File: src/rtl/cpu_speed_ctrl.sv
`default_nettype none
// ============================================================================
// Module   : cpu_speed_ctrl
// Purpose  : CPU speed controller for the turbo board. It debounces the
//            multi-bit speed jumper field, holds 7 MHz for a boot interval,
//            and commits a new speed mode only when the CPU bus is idle
//            (S7) and the turbo clock is at a glitch-free phase. It also
//            generates the turbo CPU clock from C100M with a per-mode
//            divider. The top level muxes CLKCPU between C7M
//            (TURBO_EN low) and TURBO_CLK (TURBO_EN high).
// Ports    :
//   C100M        in   1      100 MHz system clock
//   RESET        in   1      asynchronous active-high reset
//   SW_IN        in   SEL_W  raw speed jumper field (asynchronous)
//   FORCE_7M     in   1      synchronous request to hold mode 0
//   AS_CPU_n     in   1      CPU address strobe (asynchronous)
//   DTACK_CPU_n  in   1      combined CPU DTACK (asynchronous)
//   SW_STABLE    out  SEL_W  debounced jumper value
//   BOOT_DONE    out  1      boot interval has elapsed
//   SPEED_MODE   out  SEL_W  committed mode (0 = 7 MHz motherboard clock)
//   TURBO_EN     out  1      SPEED_MODE != 0
//   TURBO_CLK    out  1      divided turbo clock
//   PENDING      out  1      requested mode differs from committed mode
// Revision : 1.0  initial release
// ============================================================================
module cpu_speed_ctrl #(
  parameter int SEL_W        = 2,
  parameter int DEBOUNCE_CYC = 2000000,
  parameter int BOOT_CYC     = 300000000,
  parameter int CNT_W        = 30
) (
  input  logic             C100M,
  input  logic             RESET,
  input  logic [SEL_W-1:0] SW_IN,
  input  logic             FORCE_7M,
  input  logic             AS_CPU_n,
  input  logic             DTACK_CPU_n,
  output logic [SEL_W-1:0] SW_STABLE,
  output logic             BOOT_DONE,
  output logic [SEL_W-1:0] SPEED_MODE,
  output logic             TURBO_EN,
  output logic             TURBO_CLK,
  output logic             PENDING
);

  localparam logic [CNT_W-1:0] c_debounce_cyc = CNT_W'(DEBOUNCE_CYC);
  localparam logic [CNT_W-1:0] c_boot_cyc     = CNT_W'(BOOT_CYC);
  localparam logic [CNT_W-1:0] c_cnt_one      = CNT_W'(1);
  localparam logic [SEL_W-1:0] c_mode_one     = SEL_W'(1);

  // --------------------------------------------------------------------------
  // Input synchronisers
  // --------------------------------------------------------------------------
  logic [SEL_W-1:0] r_sw_meta;
  logic [SEL_W-1:0] r_sw_s;
  logic             r_as_meta;
  logic             r_as_s;
  logic             r_dtack_meta;
  logic             r_dtack_s;
  logic             w_idle;

  // Bus strobes reset high so the bus reads as idle straight out of reset.
  always_ff @(posedge C100M or posedge RESET) begin
    if (RESET) begin
      r_sw_meta    <= '0;
      r_sw_s       <= '0;
      r_as_meta    <= 1'b1;
      r_as_s       <= 1'b1;
      r_dtack_meta <= 1'b1;
      r_dtack_s    <= 1'b1;
    end else begin
      r_sw_meta    <= SW_IN;
      r_sw_s       <= r_sw_meta;
      r_as_meta    <= AS_CPU_n;
      r_as_s       <= r_as_meta;
      r_dtack_meta <= DTACK_CPU_n;
      r_dtack_s    <= r_dtack_meta;
    end
  end

  // S7: both the address strobe and DTACK have been released.
  assign w_idle = r_as_s & r_dtack_s;

  // --------------------------------------------------------------------------
  // Switch debounce
  // --------------------------------------------------------------------------
  logic [SEL_W-1:0] r_cand;
  logic [CNT_W-1:0] r_db_cnt;
  logic [CNT_W-1:0] w_db_next;

  // A sample that differs from the candidate restarts the count at 1;
  // otherwise the count extends the current run of identical samples.
  assign w_db_next = (r_sw_s != r_cand) ? c_cnt_one : (r_db_cnt + c_cnt_one);

  always_ff @(posedge C100M or posedge RESET) begin
    if (RESET) begin
      r_cand    <= '0;
      r_db_cnt  <= '0;
      SW_STABLE <= '0;
    end else if (r_sw_s == SW_STABLE) begin
      r_db_cnt <= '0;
    end else if (w_db_next == c_debounce_cyc) begin
      // The new value has now been seen for DEBOUNCE_CYC consecutive cycles.
      SW_STABLE <= r_sw_s;
      r_cand    <= r_sw_s;
      r_db_cnt  <= '0;
    end else begin
      r_cand   <= r_sw_s;
      r_db_cnt <= w_db_next;
    end
  end

  // --------------------------------------------------------------------------
  // Boot interval
  // --------------------------------------------------------------------------
  logic [CNT_W-1:0] r_boot_cnt;

  always_ff @(posedge C100M or posedge RESET) begin
    if (RESET) begin
      r_boot_cnt <= '0;
      BOOT_DONE  <= 1'b0;
    end else begin
      if (r_boot_cnt != c_boot_cyc) begin
        r_boot_cnt <= r_boot_cnt + c_cnt_one;
      end
      // Sticky until the next reset.
      if (r_boot_cnt == c_boot_cyc) begin
        BOOT_DONE <= 1'b1;
      end
    end
  end

  // --------------------------------------------------------------------------
  // Mode request, commit point and turbo divider
  // --------------------------------------------------------------------------
  logic [SEL_W-1:0] r_hcnt;
  logic [SEL_W-1:0] w_req;
  logic             w_half_end;
  logic             w_fall_pt;
  logic             w_commit;

  assign w_req    = (BOOT_DONE & ~FORCE_7M) ? SW_STABLE : '0;
  assign TURBO_EN = (SPEED_MODE != '0);

  // Last cycle of the current half-period; the compare wraps in mode 0,
  // which is harmless because every user gates it with TURBO_EN.
  assign w_half_end = (r_hcnt == (SPEED_MODE - c_mode_one));

  // The cycle in which TURBO_CLK is about to go high->low.
  assign w_fall_pt = TURBO_EN & TURBO_CLK & w_half_end;

  // Switching only at the falling edge (or from the 7 MHz mode, where
  // TURBO_CLK is parked low) keeps every TURBO_CLK phase at least one full
  // half-period of the old or new mode, so the CLKCPU mux never sees a runt.
  assign w_commit = (w_req != SPEED_MODE) & w_idle & (~TURBO_EN | w_fall_pt);

  always_ff @(posedge C100M or posedge RESET) begin
    if (RESET) begin
      SPEED_MODE <= '0;
      r_hcnt     <= '0;
      TURBO_CLK  <= 1'b0;
      PENDING    <= 1'b0;
    end else begin
      PENDING <= (w_req != SPEED_MODE);
      if (w_commit) begin
        // Start a fresh full low phase of the new mode.
        SPEED_MODE <= w_req;
        r_hcnt     <= '0;
        TURBO_CLK  <= 1'b0;
      end else if (!TURBO_EN) begin
        r_hcnt    <= '0;
        TURBO_CLK <= 1'b0;
      end else if (w_half_end) begin
        r_hcnt    <= '0;
        TURBO_CLK <= ~TURBO_CLK;
      end else begin
        r_hcnt <= r_hcnt + c_mode_one;
      end
    end
  end

endmodule
`default_nettype wire

File: config.mk
export PLATFORM = sky130hd
export DESIGN_NAME = cpu_speed_ctrl
export DESIGN_NICKNAME = d
export VERILOG_FILES = /design/src/rtl/cpu_speed_ctrl.sv
export SDC_FILE = /design/constraint.sdc
export NUM_CORES = 1
export LEC_CHECK = 0
export CAP_MARGIN = 30
export CORE_ASPECT_RATIO = 1.4
export CORE_MARGIN = 2
export CORE_UTILIZATION = 55
export CTS_BUF_LIST = sky130_fd_sc_hd__clkbuf_4
export DETAILED_ROUTE_END_ITERATION = 12
export GPL_TIMING_DRIVEN = 0
export PLACE_DENSITY_LB_ADDON = 0.2
export SLEW_MARGIN = 20
export SYNTH_ARGS = -nofsm -noshare
export SYNTH_HDL_FRONTEND = slang
export SYNTH_SLANG_ARGS = --single-unit
File: constraint.sdc
create_clock -name C100M -period 5.3 [get_ports C100M]
set_clock_uncertainty 0.05 [all_clocks]
set_input_delay 0.53 -clock C100M [delete_from_list [all_inputs] [get_ports C100M]]
set_output_delay 0.53 -clock C100M [all_outputs]
set_load 0.02 [all_outputs]
==> metrics.md <==
| Metric | Value |
|---|---|
| Outcome | finished clean |
| # rows | 36 |
| Synth Area in Compound Gates | 5.137% |
| Clock power frac | 29.6% |
| Post-CTS Hold Fix Bufs | 0 |
| Layout cell share with drive strength beyond 1 | 7.798% |
| Avg Cell Area, Syn | 9.803 sq um |
| Warnings, synthesis | 0 |
| DRT iter0 DRCs | 168 |
| GRT Util Overall | 21.75% |
| Slowest stage delay, CP | 0.56 ns |
| Worst Hold Class | reg2reg |
| CP endpoint kind | register |
| Syn Std Cell Area | 3970 sq um |
| Combinational share of power | 16.1% |
| Max Fclk | 0.2480 GHz |
| Post-route ant nets | 0 |
| Worst vdd ir | 0.0002582 V |
| Cells after Synth | 405 |
| Largest net degree at the start of global routing | 49 |
| Clk Latency, worst-skew pair | 0.42 ns |
| Slew at the pin closest to its max-slew limit | 0.9425 ns |
| Setup WS post-layout | 1.268 ns |
| Slowest cell on crit path | o21bai_1 |
| Area grow syn2layout | 10.72% |
| Async set or reset register ratio after synthesis | 100.0% |
| Vias/cell | 5.486 |
| RSZ-0062 raised after global routing | no |
| Sequential share of power | 54.3% |
| Worst EP required | 5.56 ns |
| Slew Viols, Final | 0 |
| Fin crit period | 4.032 ns |
| Seq/Total Area, Yosys | 49.92% |
| Switching Share | 27.00% |
| Final period util | 76.08% |
| # Max-Cap Violations | 0 |
| Post-synthesis net count | 416 |
| Int Power | 0.0008744 W |
| Grt ovf | 0 |
| Main combinational cell family by area after synthesis | simple AND/OR/NAND/NOR gates |
| Worst-path fanout max | 10 |
| Post-Synth Adder-Cell Area | 1.261% |
| Synth Register Bits | 79 |
| Pre-CTS setup slack | 1.324 ns |
| Fin. Hold Viols | 0 |
| Synth cell types | 45 |
| CTS max path bufs | 2 |
| # nets final | 442 |
| Data arrival, critical path | 4.29 ns |
| Post-synth top flop | dfrtp_1 |
| Routability Congestion | 0.8699 |
| Residual DRC | 0 |
| Net Switching | 0.0003233 W |
| Power Density | 272.5 nW/um^2 |
| Slew HR | 36.58% |
| DR vias | 2913 |
| Critical path type | reg2reg |
| IO Count | 15 |
| Core Box Area | 6982 sq um |
| Avg WL per Cell | 14.10 um |
| Vias in the first global route | 2970 |
| Antenna cells | 0 |
| Clock sink count | 79 |
| Post-synthesis mux area share | 1.103% |
| H-tree Lvls | 3 |
| First-pass GRT wire length | 13230 um |
| Die area | 7924 sq um |
| Drt total wl | 7487 um |
| Number of synthesized flops with an enable pin | 0 |
| Synth Area in XOR/XNOR | 14.12% |
| CP cell instances | ha_1, clkbuf_1, nand4_1, or3_1, clkbuf_1, nor4_1, mux2i_1, nand4_1, o21bai_1, buf_2, nor2_1 |
| TritonCTS clock tree | built |
| Post-CTS resize count | 0 |
| Clk slew on worst S/H paths | 0.11 ns |
| Setup TNS | 0 ns |
| Die W | 75.81 um |
| DP Wirelength | 5534 um |
| Post-CTS setup buffers | 0 |
| Clock root cell | clkbuf_4 |
| DR pass1 iterations | 4 |
| Chip height | 104.5 um |
| Initial Util | 56.86% |
| CTS buffer count | 9 |
| Final setup vio count | 0 |
| # port buffers | 14 |
| Reg2reg setup slack | 1.27 ns |
| Leakage | 1.735 nW |
| Initial antenna violation count | 0 |
| Worst setup SP type | register |
| Area share of and/or/nand/nor cells after synthesis | 25.37% |
-- critical path: cells and delay by family (launching register included) --
family                     cells  cell delay (ns)
muxes                          1             0.34
DFF                            1             0.50
adders and majority gates      1             0.20
AOI/OAI and AO/OA              1             0.56
and+or+nand+nor                5             1.40
buffers and inverters          3             0.86
-- cell usage after synthesis, types with 2 or more instances --
cell type / number / area share [%]
o21ai_0: 9 / 1.1
and4_1: 2 / 0.44
nor4b_1: 2 / 0.44
a211oi_1: 3 / 0.57
dfstp_2: 4 / 2.6
or4_1: 5 / 0.95
xnor2_1: 41 / 9.0
a21oi_1: 5 / 0.63
nand3_1: 25 / 3.2
nand2b_1: 4 / 0.63
or3_1: 5 / 0.79
mux2_1: 2 / 0.57
or3b_2: 2 / 0.44
clkbuf_1: 12 / 1.1
or2_2: 4 / 0.63
a31oi_1: 2 / 0.32
ha_1: 4 / 1.3
o21ba_2: 2 / 0.50
and3_1: 6 / 0.95
nor2b_1: 2 / 0.32
nor3_1: 19 / 2.4
xor2_1: 23 / 5.1
nor4_1: 16 / 2.5
o311ai_0: 2 / 0.44
nor2_1: 49 / 4.6
buf_2: 2 / 0.25
nand4_1: 18 / 2.8
dfrtp_1: 75 / 47
o31a_1: 3 / 0.66
nand2_1: 26 / 2.5
inv_1: 17 / 1.6
-- power groups by stage --
stage	Clock, W	Sequential, W	Combinational (W)
finish	0.000355	0.000650	0.000193
detailed placement	0	0.000662	0.000196
CTS	0.000366	0.000650	0.000197
floorplan	0	0.000672	0.000113
global placement	0	0.000660	0.000191
global route	0.000396	0.000655	0.000216
-- metrics by stage --
stage	total power (W)	hold WS [ns]	std cells	instance area [sq um]	utilization (%)
2_1_floorplan	0.0007855	0.2812	405	3970	-
3_3_place_gp	0.0008510	0.2840	514	4229	60.57
3_5_place_dp	0.0008580	0.2855	515	4259	61.00
4_1_cts	0.001213	0.3118	531	4395	62.96
5_1_grt	0.001266	0.3149	531	4395	62.96
6_report	0.001198	0.3090	531	4395	62.96
-- path summary, 6_finish.rpt --
path | from | to | cells after the start
hold / removal | r_sw_meta[0] | r_sw_s[0] | 0
min in group asynchronous | RESET | r_db_cnt[19] | 2
setup reg to reg | r_db_cnt[0] | r_db_cnt[23] | 11
setup / recovery | r_db_cnt[0] | r_db_cnt[23] | 11
max in group asynchronous | RESET | r_as_meta | 3
hold reg to reg | r_sw_meta[0] | r_sw_s[0] | 0
-- flip-flops by register name, indices dropped and copies added, names as in the netlist, 2 cells and up --
name / count
r_boot_cnt: 30
r_hcnt: 2
r_sw_meta: 2
SPEED_MODE: 2
SW_STABLE: 2
r_db_cnt: 30
r_sw_s: 2
r_cand: 2
-- layer usage --
layer,track usage [%],wire [um],vias to the layer above
met5,0,0,-
met4,11.28,307,0
met3,4.651,186,21
met2,34.67,3799,43
met1,26.86,3194,1396
li1,-,-,1453
-- cell usage in the layout, fill, tap and decap left out, types with 2 or more instances in the layout --
cell              n
a211oi_1          3
a21oi_1           5
a31oi_1           2
and3_1            6
and4_1            2
buf_2             2
clkbuf_1         12
clkbuf_4         12
clkdlybuf4s50_1  14
dfrtp_1          75
dfstp_2           4
ha_1              4
inv_1            16
mux2_1            2
nand2_1          26
nand2b_1          4
nand3_1          25
nand4_1          18
nor2_1           49
nor2b_1           2
nor3_1           19
nor4_1           16
nor4b_1           2
o21ai_0           9
o21ba_2           2
o311ai_0          2
o31a_1            3
or2_2             4
or3_1             5
or3b_2            2
or4_1             5
xnor2_1          41
xor2_1           23
-- cell type report --
type | count | area, sq um
well taps | 95 | 118.9
fillers | 590 | 2586
clock inverters | 4 | 46.29
plain buffers | 15 | 58.81
flip-flops and latches | 79 | 1982
clock buffers | 12 | 90.09
inverters | 17 | 66.31
repair buffers | 15 | 167.7
multi-input cells | 294 | 1866
-- logic make-up (layout without fill, tap and decap cells) --
logic type,Yosys count,after routing
XOR/XNOR,64,64
flip-flops,79,79
AND/OR/NAND/NOR,192,192
multiplexers,4,4
AO/OA/AOI/OAI,30,30
adder cells (fa/ha/maj),4,4
buffers and inverters,32,63
Note: power is estimated with default switching activity, not from simulation.
